===== src/rtl/ckey_debounce.sv =====
// ckey_debounce: two-flop synchroniser plus per-bit debounce counter
// for raw DIP-switch lines; emits clean levels and one-cycle change pulses.
module ckey_debounce #(
  parameter int WIDTH           = 4,
  parameter int DEBOUNCE_CYCLES = 1000000
) (
  input  logic             clk,
  input  logic             rst_n,
  input  logic [WIDTH:1]   ckey_in,
  output logic [WIDTH:1]   ckey_out,
  output logic [WIDTH:1]   ckey_chg
);

  localparam int CW = $clog2(DEBOUNCE_CYCLES);
  localparam logic [CW-1:0] LAST = CW'(DEBOUNCE_CYCLES - 1);
  localparam logic [CW-1:0] ONE  = CW'(1);

  logic [WIDTH:1]  sync1_q, sync1_d;
  logic [WIDTH:1]  sync2_q, sync2_d;
  logic [WIDTH:1]  out_q, out_d;
  logic [WIDTH:1]  chg_q, chg_d;
  logic [CW-1:0]   cnt_q [WIDTH:1];
  logic [CW-1:0]   cnt_d [WIDTH:1];

  always_comb begin
    sync1_d = ckey_in;
    sync2_d = sync1_q;
    out_d   = out_q;
    chg_d   = '0;
    cnt_d   = cnt_q;
    for (int i = 1; i <= WIDTH; i++) begin
      if (sync2_q[i] == out_q[i]) begin
        cnt_d[i] = '0;
      end else if (cnt_q[i] == LAST) begin
        out_d[i] = sync2_q[i];
        chg_d[i] = 1'b1;
        cnt_d[i] = '0;
      end else begin
        cnt_d[i] = cnt_q[i] + ONE;
      end
    end
  end

  // Reset to "all switches off" so the LED stage starts dark.
  always_ff @(posedge clk) begin
    if (!rst_n) begin
      sync1_q <= '1;
      sync2_q <= '1;
      out_q   <= '1;
      chg_q   <= '0;
      for (int i = 1; i <= WIDTH; i++) begin
        cnt_q[i] <= '0;
      end
    end else begin
      sync1_q <= sync1_d;
      sync2_q <= sync2_d;
      out_q   <= out_d;
      chg_q   <= chg_d;
      for (int i = 1; i <= WIDTH; i++) begin
        cnt_q[i] <= cnt_d[i];
      end
    end
  end

  assign ckey_out = out_q;
  assign ckey_chg = chg_q;

endmodule


===== config.mk =====
export PLATFORM = sky130hd
export DESIGN_NAME = ckey_debounce
export DESIGN_NICKNAME = d
export VERILOG_FILES = /design/src/rtl/ckey_debounce.sv
export SDC_FILE = /design/constraint.sdc
export NUM_CORES = 1
export LEC_CHECK = 0
export BUFFER_PORTS_ARGS = -buffer_cell sky130_fd_sc_hd__buf_4
export CAP_MARGIN = 20
export CORE_ASPECT_RATIO = 1.2
export CORE_MARGIN = 4
export CORE_UTILIZATION = 36
export CTS_BUF_LIST = sky130_fd_sc_hd__clkbuf_8
export CTS_CLUSTER_SIZE = 16
export DETAILED_ROUTE_END_ITERATION = 7
export GPL_ROUTABILITY_DRIVEN = 0
export GPL_TIMING_DRIVEN = 0
export HOLD_SLACK_MARGIN = 0.03
export SLEW_MARGIN = 20
export SYNTH_ARGS = -nofsm -noshare
export SYNTH_HDL_FRONTEND = slang
export SYNTH_SLANG_ARGS = --single-unit

===== constraint.sdc =====
create_clock -name clk -period 2.5 [get_ports clk]
set_clock_uncertainty 0.1 [all_clocks]
set_input_delay 0.25 -clock clk [delete_from_list [all_inputs] [get_ports clk]]
set_output_delay 0.25 -clock clk [all_outputs]
set_load 0.01 [all_outputs]

==> impl_metrics.csv, run 1 <==
group,metric,value,unit
status,status,"complete, no violations",
worst_hold_path,hp-class,"flip-flop to flip-flop",
worst_hold_path,min_from,"sync1_q[1]",
synth,syn_area,4140,µm²
critical_path,reg2reg_from,"cnt_q[60]",
route,vias,3316,
grt,antenna_found_initial,0,
route,drc,0,
placed_design,portBuffers,13,
floorplan,die_y,125,µm
synth,ys.warnings.count,0,
clocking,cts_tree,"yes",
pwr,p_leak,1.35,nW
critical_path,path_common_cell,"clkbuf_1",
cells_and_area,final_cells,661,
critical_path,start_kind,"flip-flop",
grt,grt_overflow_total,0,
critical_path,worstPathMaxFanout,10,
floorplan,start_util,37.2,%
critical_path,path_class,"flip-flop to flip-flop",
route,post_drt_wl_per_cell,12.0,µm
cells_and_area,num-fill-cells,1162,
synth,synth_xor_area_share,12.1,%
clocking,clk_latency,360,ps
critical_path,crit_required,2650,ps
route,wl,7.94,mm
critical_path,cp.arrival,2360,ps
clocking,numCtsBuffers,9,
synth,synth_ff_type,"dfxtp_1",
floorplan,ioPinCount,14,
synth,synthTopCellsByCount,"dfxtp_1, nor2_1, xnor2_1",
synth,ys_types,38,
clocking,cts.sinks,96,
timing,max_freq,0.451,GHz
synth,synth_top_family_by_area,"simple AND/OR/NAND/NOR gates",
grt,grt_pass1_wl,14.2,mm
cells_and_area,diodes,0,
clocking,root_buffer,"clkbuf_8",
synth,syn_nets,482,
worst_hold_path,whs_path_depth,1,
clocking,cts.htree.levels,3,
route,via_per_inst,5.02,
timing,drv_slew,0,
timing,finalSetupTns,0,ps
critical_path,crit_path_end_kind,"flip-flop",
synth,synth_edf_count,0,
cells_and_area,syn_to_final_growth,13.5,%
synth,yosys.cell_count.top_type,"dfxtp_1",
cells_and_area,drive_above_1_share,9.66,%
clocking,clkTransAtPathRegs,90,ps
critical_path,critPathMaxStageDelay,410,ps
critical_path,cp_slowest_cell,"clkbuf_1",
floorplan,coreArea,11100,µm²
run,maxCapViolations,0,
pwr,peakVddDrop,0.196,mV
placed_design,dp_cells,639,
route,ant_nets,0,
critical_path,r2r_cells,7,
synth,synthCells,472,
pwr,p_per_area,556,nW/µm²
timing,setup_viol,0,
timing,min_period,2220,ps
clocking,cts_max_path_buffers,2,
synth,synth.avg_cell_area,8.77,µm²
floorplan,die_area,13300,µm²
synth,synth.area.top_cells,"dfxtp_1, xnor2_1, nor2_1",
grt,grt_pass1_vias,3209,
synth,ys_ff_latch,96,
grt,track_usage,12.9,%
synth,synth-compound-area-share,6.74,%
worst_hold_path,hold-path-endpoint,"sync2_q[1]",
floorplan,die_x,106,µm
timing,hold_viol_final,0,
synth,synth.top_cell.area_share,46.4,%
floorplan,rows,42,
route,drt_iter0_markers,152,
route,drt_first_pass_iters,4,
critical_path,rrSetupSlack,280,ps
cells_and_area,fin_nets,512,
synth,yosysSeqAreaShare,46.4,%
timing,max_slew_margin,57.1,%
synth,synthAdderAreaFrac,1.21,%
synth,synthMuxAreaShare,0,%
critical_path,r2r_end,"cnt_q[62]",
timing,timing.final.crit_share,88.7,%
timing,tightest_slew,634,ps
synth,yosys.area.top_type,"dfxtp_1",
synth,yosys.area_share.simple,30.5,%
timing,rsz0062_at_grt,"no",
critical_path,worstPathCellList,"ha_1 -> and3_1 -> clkbuf_1 -> nand3_1 -> o21bai_1 -> clkbuf_1 -> nor2_1",
placed_design,dp_hpwl,5.77,mm
grt,grt_max_degree,17,
synth,synthArstFlopShare,0,%
registers in the layout, summed over array words and instances (netlist names):
signal,count
sync1_q,4
ckey_chg,4
cnt_q,80
ckey_out,4
sync2_q,4
final cells by class:
type | count | area [µm²] | share of cell area, %
Buffer | 15 | 73.8 | 1.57
Clock inverter | 6 | 65.1 | 1.38
Timing Repair Buffer | 19 | 158 | 3.35
Inverter | 15 | 56.3 | 1.20
Multi-Input combinational cell | 346 | 2100 | 44.6
Tap cell | 154 | 193 | 4.10
Clock buffer | 10 | 138 | 2.93
Sequential cell | 96 | 1920 | 40.9
how the worst max path moves through the flow:
stage / startpoint / to / slack (ps) / cells after the start
global placement: cnt_q[20] / cnt_q[31] / 210 / 7
floorplan: cnt_q[0] / cnt_q[18] / 550 / 5
finish: cnt_q[60] / cnt_q[62] / 280 / 7
detailed placement: cnt_q[20] / cnt_q[35] / 230 / 7
CTS: cnt_q[20] / cnt_q[35] / 200 / 7
global route: cnt_q[60] / cnt_q[62] / 30 / 7
per-layer routing:
metal / track usage, % / routed length, µm
met5: 0 / 0
met4: 4.04 / 76
met3: 3.97 / 259
met2: 22.1 / 3930
met1: 15.4 / 3680
power breakdown:
part / total, mW / leakage, nW / internal (mW) / switching [mW]
clock network: 1.03 / 0.103 / 0.493 / 0.541
logic: 0.0412 / 0.471 / 0.0197 / 0.0215
registers: 1.54 / 0.775 / 1.54 / 0.00422
total: 2.62 / 1.35 / 2.05 / 0.567
cell families after synthesis:
group / count (synthesis)
AO/OA/AOI/OAI: 48
flip-flops: 96
XOR/XNOR: 57
buffers and inverters: 30
AND/OR/NAND/NOR: 237
adder cells (fa/ha/maj): 4
critical path: cells and delay by family, from the launching register on:
kind	cells	cell delay [ps]
flops	1	390
compound gates	1	220
fa+ha+maj	1	220
simple gates	3	470
buf+inv	2	690
cells in the final DEF (no fill, tap or decap), types with 3 or more instances in the layout:
| cell type | n |
|---|---|
| xor2_1 | 23 |
| and3_1 | 5 |
| clkbuf_8 | 11 |
| nor3b_1 | 4 |
| ha_1 | 4 |
| nor3_1 | 14 |
| nor2_1 | 67 |
| nand2b_1 | 8 |
| o21ai_0 | 17 |
| buf_4 | 13 |
| nand2_1 | 30 |
| or3_1 | 12 |
| nand3_1 | 26 |
| dfxtp_1 | 96 |
| nor4_1 | 12 |
| or4_1 | 9 |
| clkbuf_1 | 8 |
| and4_1 | 6 |
| buf_2 | 4 |
| xnor2_1 | 34 |
| a21oi_1 | 18 |
| nor4b_1 | 7 |
| nand4_1 | 25 |
| inv_1 | 15 |
| a31o_2 | 3 |
| dlygate4sd3_1 | 6 |
stage by stage:
stage | hold WS, ps | setup slack [ps] | power, mW | util, % | area [µm²]
after CTS | 316 | 202 | 2.66 | 42.1 | 4690
after detailed placement | 293 | 229 | 1.61 | 39.8 | 4430
after global routing | 340 | 25.3 | 2.74 | 42.2 | 4700
final | 312 | 281 | 2.62 | 42.2 | 4700
after floorplan | 223 | 547 | 1.59 | - | 4140
after global placement | 290 | 211 | 1.61 | 39.8 | 4430
repair_timing:
item,4_1_cts,5_1_grt
buffers inserted,0,0
hold endpoints to repair,5,0
endpoints found under the setup margin,0,4
hold buffers,6,0
resized for setup,0,3
Note: power is estimated with default switching activity, not from simulation.
==> run 2, diff against run 1 <==
--- a/config.mk
+++ b/config.mk
@@ -9,7 +9,7 @@
 export CAP_MARGIN = 20
 export CORE_ASPECT_RATIO = 1.2
 export CORE_MARGIN = 4
-export CORE_UTILIZATION = 36
+export CORE_UTILIZATION = 30
 export CTS_BUF_LIST = sky130_fd_sc_hd__clkbuf_8
 export CTS_CLUSTER_SIZE = 16
 export DETAILED_ROUTE_END_ITERATION = 7
==> run 2 against run 1 <==
Routed wire length grew 4.4%. Critical path depth is the same. Sequential share of layout area shrank 0.63 points. Worst hold slack is essentially flat. Cell count grew 2.1%. Global-route usage shrank 1.7 points. Total power grew 11%. Sequential power is essentially flat. Maximum frequency shrank 3.4%. Register-to-register slack lost 80 ps. Via count grew 1.9%. Largest cell class unchanged.
==> impl_metrics.csv, run 2 (same netlist as run 1, synthesis figures left out) <==
group,metric,value,unit
timing,tightest_slew,701,ps
critical_path,crit_path_end_kind,"flip-flop",
floorplan,die_area,15800,µm²
timing,finalHoldWorstSlack,312,ps
cells_and_area,regMostFlops,"cnt_q",
critical_path,start_kind,"flip-flop",
grt,track_usage,11.2,%
cells_and_area,diodes,0,
route,drt_iter0_markers,253,
clocking,clk_latency,380,ps
cells_and_area,num-fill-cells,1351,
floorplan,ioPinCount,14,
route,ant_nets,0,
critical_path,path_class,"flip-flop to flip-flop",
pwr,pwr-share-seq,53.0,%
status,status,"complete, no violations",
timing,max_slew_margin,52.6,%
timing,rsz0062_at_grt,"no",
placed_design,portBuffers,13,
timing,timing.final.crit_share,91.9,%
clocking,numCtsBuffers,9,
pwr,p_per_area,609,nW/µm²
floorplan,coreArea,13400,µm²
floorplan,die_x,115,µm
floorplan,start_util,31.0,%
timing,max_freq,0.435,GHz
cells_and_area,layout_common_cells,"dfxtp_1, nor2_1, xnor2_1",
clocking,cts_max_path_buffers,2,
pwr,p_leak,1.38,nW
cells_and_area,drive_above_1_share,9.27,%
pwr,cell_internal_pwr,2.32,mW
cells_and_area,syn_to_final_growth,15.3,%
pwr,peakVddDrop,0.389,mV
grt,antenna_found_initial,0,
route,post_drt_wl_per_cell,12.3,µm
pwr,p_sw_share,20.1,%
floorplan,die_y,137,µm
clocking,ctsResizeCount,0,
route,via_per_inst,5.01,
timing,min_period,2300,ps
pwr,p_switching,584,µW
worst_hold_path,hp-class,"flip-flop to flip-flop",
critical_path,crit_required,2670,ps
cells_and_area,largest_register_ffs,80,
clocking,root_buffer,"clkbuf_8",
run,maxCapViolations,0,
route,vias,3379,
cells_and_area,fin_nets,512,
clocking,clkTransAtPathRegs,100,ps
critical_path,worstPathMaxFanout,10,
pwr,p_comb_share,1.5,%
cells_and_area,final_common_cell,"dfxtp_1",
critical_path,cp.arrival,2460,ps
floorplan,rows,46,
grt,grt_pass1_wl,14.5,mm
clocking,cts.sinks,96,
timing,hold_viol_final,0,
route,wl,8.30,mm
grt,grt_pass1_vias,3230,
pwr,p_clk_share,45.6,%
route,drc,0,
grt,grt_max_degree,17,
timing,drv_slew,0,
timing,finalSetupTns,0,ps
timing,setup_viol,0,
clocking,cts.htree.levels,3,
clocking,cts_tree,"yes",
grt,grt_overflow_total,0,
placed_design,dp_hpwl,5.87,mm
route,drt_first_pass_iters,5,
==> run 2: cell count changes in the layout (fill, tap and decap cells not counted) <==
cell        previous run  this run
nor4_1                12        13
clkbuf_2               2         1
clkbuf_1               8         9
inv_6                  2         1
clkbuf_8              11        10
bufinv_16              1         4
clkinv_4               0         1
clkinv_2               2         1
clkinvlp_4             1         0
nor4_2                 1         0
==> run 2: cell type report <==
type	instances	area, µm²	share of cell area, %
Tap cell	168	210	4.40
Buffer	15	72.6	1.52
Sequential cell	96	1920	40.3
Multi-Input combinational cell	346	2090	43.8
Clock inverter	7	143	2.99
Timing Repair Buffer	19	158	3.30
Inverter	15	56.3	1.18
Clock buffer	9	124	2.59
==> run 2: worst max-delay path, stage by stage, from the launching register on <==
cell,delay (ps)
dfxtp_1,400
ha_1,220
nand3_1,310
nor4_1,450
a21o_1,160
buf_2,210
buf_2,260
nor2_1,70
==> run 2: what timing repair did <==
| action | 4_1_cts | 5_1_grt |
|---|---|---|
| buffers inserted | 0 | 0 |
| endpoints found under the hold margin | 5 | 0 |
| hold buffers | 6 | 0 |
==> run 2: final timing paths <==
kind | startpoint | endpoint | slack, ps | depth (start not counted)
setup / recovery | cnt_q[20] | cnt_q[31] | 200 | 7
hold / removal | sync1_q[1] | sync2_q[1] | 310 | 1
setup reg to reg | cnt_q[20] | cnt_q[31] | 200 | 7
hold reg to reg | sync1_q[1] | sync2_q[1] | 310 | 1
==> run 2: stage by stage <==
step / worst slack (ps) / util (%) / cell area (µm²) / instances / power (mW)
4_1_cts: 195 / 35.8 / 4770 / 675 / 2.95
2_1_floorplan: 547 / - / 4140 / 472 / 1.59
3_5_place_dp: 245 / 33.3 / 4450 / 653 / 1.61
6_report: 203 / 35.8 / 4770 / 675 / 2.91
5_1_grt: 10.9 / 35.8 / 4770 / 675 / 3.00
3_3_place_gp: 277 / 33.3 / 4450 / 653 / 1.61
==> run 2: routing by layer <==
layer,wire length (µm),part of all wire (%),global-route usage [%],vias up
met4,249,3.0,6.07,0
li1,-,-,-,1717
met1,3830,46,13.5,1588
met5,0,0,0,-
met2,3940,47,18.4,53
met3,275,3.3,2.34,21
==> run 2: power by group through the flow <==
stage | Combinational, mW | Clock [mW] | Sequential [mW]
2_1_floorplan | 0.0199 | 0 | 1.57
3_3_place_gp | 0.0343 | 0 | 1.58
3_5_place_dp | 0.0351 | 0 | 1.58
4_1_cts | 0.0427 | 1.36 | 1.54
5_1_grt | 0.0476 | 1.42 | 1.54
6_report | 0.0422 | 1.33 | 1.54
==> run 3, diff against run 2 <==
--- a/config.mk
+++ b/config.mk
@@ -5,6 +5,7 @@
 export SDC_FILE = /design/constraint.sdc
 export NUM_CORES = 1
 export LEC_CHECK = 0
+export ABC_CLOCK_PERIOD_IN_PS = 2800
 export BUFFER_PORTS_ARGS = -buffer_cell sky130_fd_sc_hd__buf_4
 export CAP_MARGIN = 20
 export CORE_ASPECT_RATIO = 1.2
==> constraint.sdc (replaced) <==
create_clock -name clk -period 2.8 [get_ports clk]
set_clock_uncertainty 0.1 [all_clocks]
set_input_delay 0.28 -clock clk [delete_from_list [all_inputs] [get_ports clk]]
set_output_delay 0.28 -clock clk [all_outputs]
set_load 0.01 [all_outputs]
==> run 3 against run 2 <==
Clock power down 11%. Register-to-register slack better by 290 ps. Worst hold slack worse by 260 ps. Non-clock buffer count is 2 lower. Sequential share of layout area grew 0.17 points. Die area is the same. Routed wire length fell by 0.39%. Worst setup slack improved by 290 ps. First-iteration DRC count rose by 9.1%. Flip-flop and latch count unchanged. Critical path type unchanged. Critical endpoint unchanged. Largest cell class unchanged.
==> impl_metrics.csv, run 3 (same netlist as run 1, synthesis figures left out) <==
group,metric,value,unit
critical_path,path_class,"flip-flop to flip-flop",
cells_and_area,multi_input_area,2090,µm²
grt,grt_overflow_total,0,
cells_and_area,regMostFlops,"cnt_q",
pwr,p_leak,1.37,nW
cells_and_area,final_util,35.6,%
clocking,cts.htree.levels,3,
timing,rsz0062_at_grt,"no",
route,wl_met1,3.80,mm
route,highest_layer,"met4",
placed_design,pre_cts_ws,545,ps
timing,setup_ws,494,ps
route,ant_nets,0,
pwr,p_total,2.59,mW
cells_and_area,final_common_cell,"dfxtp_1",
pwr,cell_internal_pwr,2.07,mW
timing,max_freq,0.434,GHz
critical_path,crit_path_end_kind,"flip-flop",
critical_path,cp_slowest_cell,"nor4_1",
cells_and_area,seqCellArea,1920,µm²
critical_path,cp_num_buf_inv,2,
route,vias,3376,
cells_and_area,layout_common_cells,"dfxtp_1, nor2_1, xnor2_1",
clocking,cts_tree,"yes",
route,post_drt_wl_per_cell,12.3,µm
cells_and_area,syn_to_final_growth,14.8,%
pwr,p_switching,521,µW
critical_path,cp.arrival,2470,ps
clocking,clk_latency,380,ps
floorplan,ioPinCount,14,
pwr,p_sw_share,20.1,%
floorplan,rows,46,
clocking,root_buffer,"clkbuf_8",
pwr,peakVddDrop,0.347,mV
critical_path,start_kind,"flip-flop",
timing,finalSetupTns,0,ps
cells_and_area,fin_nets,510,
route,wl,8.26,mm
run,maxCapViolations,0,
floorplan,coreArea,13400,µm²
pwr,p_per_area,545,nW/µm²
timing,drv_slew,0,
route,wl_met3,275,µm
route,drc,0,
timing,hold_viol_final,0,
timing,finalHoldWorstSlack,50.3,ps
route,drt_iter0_markers,276,
placed_design,portBuffers,13,
critical_path,critPathMaxStageDelay,450,ps
clocking,cts_setup_buffers,0,
worst_hold_path,hp-class,"primary input to flip-flop",
critical_path,crit_family,"simple AND/OR/NAND/NOR gates",
cells_and_area,diodes,0,
grt,grt_max_degree,17,
route,via_per_inst,5.02,
route,drt_first_pass_iters,4,
grt,track_usage,11.1,%
timing,min_period,2310,ps
cells_and_area,largest_register_ffs,80,
cells_and_area,drive_above_1_share,9.31,%
clocking,ctsResizeCount,0,
floorplan,die_y,137,µm
grt,grt_pass1_wl,14.4,mm
timing,timing.final.crit_share,82.4,%
clocking,cts-hold-fix-buffers,4,
floorplan,die_x,115,µm
grt,grt_pass1_vias,3214,
pwr,p_clk_share,45.6,%
clocking,cts_max_path_buffers,2,
status,status,"complete, no violations",
route,met2_length,3.94,mm
critical_path,worstPathCellList,"ha_1 -> nand3_1 -> nor4_1 -> a21o_1 -> buf_2 -> buf_2 -> nor2_1",
floorplan,start_util,31.0,%
timing,tightest_slew,691,ps
clocking,clkTransAtPathRegs,90,ps
clocking,numCtsBuffers,9,
critical_path,crit_required,2970,ps
pwr,p_comb_share,1.4,%
critical_path,worstPathMaxFanout,10,
cells_and_area,num-fill-cells,1352,
pwr,pwr-share-seq,53.0,%
timing,max_slew_margin,53.3,%
clocking,cts.sinks,96,
placed_design,dp_hpwl,5.87,mm
floorplan,die_area,15800,µm²
timing,setup_viol,0,
grt,antenna_found_initial,0,
critical_path,rrSetupSlack,490,ps
critical_path,path_common_cell,"buf_2",
## run 3: changes by cell type in the layout (fill, tap and decap cells not counted)
cell and change:
dlygate4sd3_1 -2
## run 3: metal layers
layer / GRT usage (%) / vias up
met2: 18.3 / 52
met1: 13.5 / 1589
met4: 6.07 / 0
met5: 0 / -
met3: 2.34 / 21
li1: - / 1714
## run 3: power groups by stage
stage	clock [mW]	combinational [mW]	sequential (mW)
2_1_floorplan	0	0.0178	1.41
3_3_place_gp	0	0.0306	1.41
3_5_place_dp	0	0.0313	1.41
4_1_cts	1.22	0.0360	1.38
5_1_grt	1.26	0.0400	1.38
6_report	1.18	0.0354	1.38
## run 3: layout make-up
cell class	instances	share of cell area, %
tap	168	4.42
buffer	15	1.53
inverter	15	1.18
sequential	96	40.4
clock inverter	7	3.00
multi-input combinational	346	43.9
clock buffer	9	2.61
timing repair buffer	17	2.89
## run 3: worst paths after layout
check,start,to,depth (start not counted)
setup / recovery,cnt_q[20],cnt_q[31],7
hold / removal,rst_n,sync1_q[2],2
setup reg to reg,cnt_q[20],cnt_q[31],7
hold reg to reg,sync1_q[1],sync2_q[1],1
## run 3: metrics by stage
step	instance area, µm²	std cells
after floorplan	4140	472
after global placement	4450	653
after detailed placement	4450	653
after CTS	4750	673
after global routing	4750	673
final	4750	673
## run 3: worst register-to-register path, cell delays in order (launching register included)
cell and delay (ps):
dfxtp_1 400, ha_1 220, nand3_1 320, nor4_1 450, a21o_1 160, buf_2 210, buf_2 270, nor2_1 80
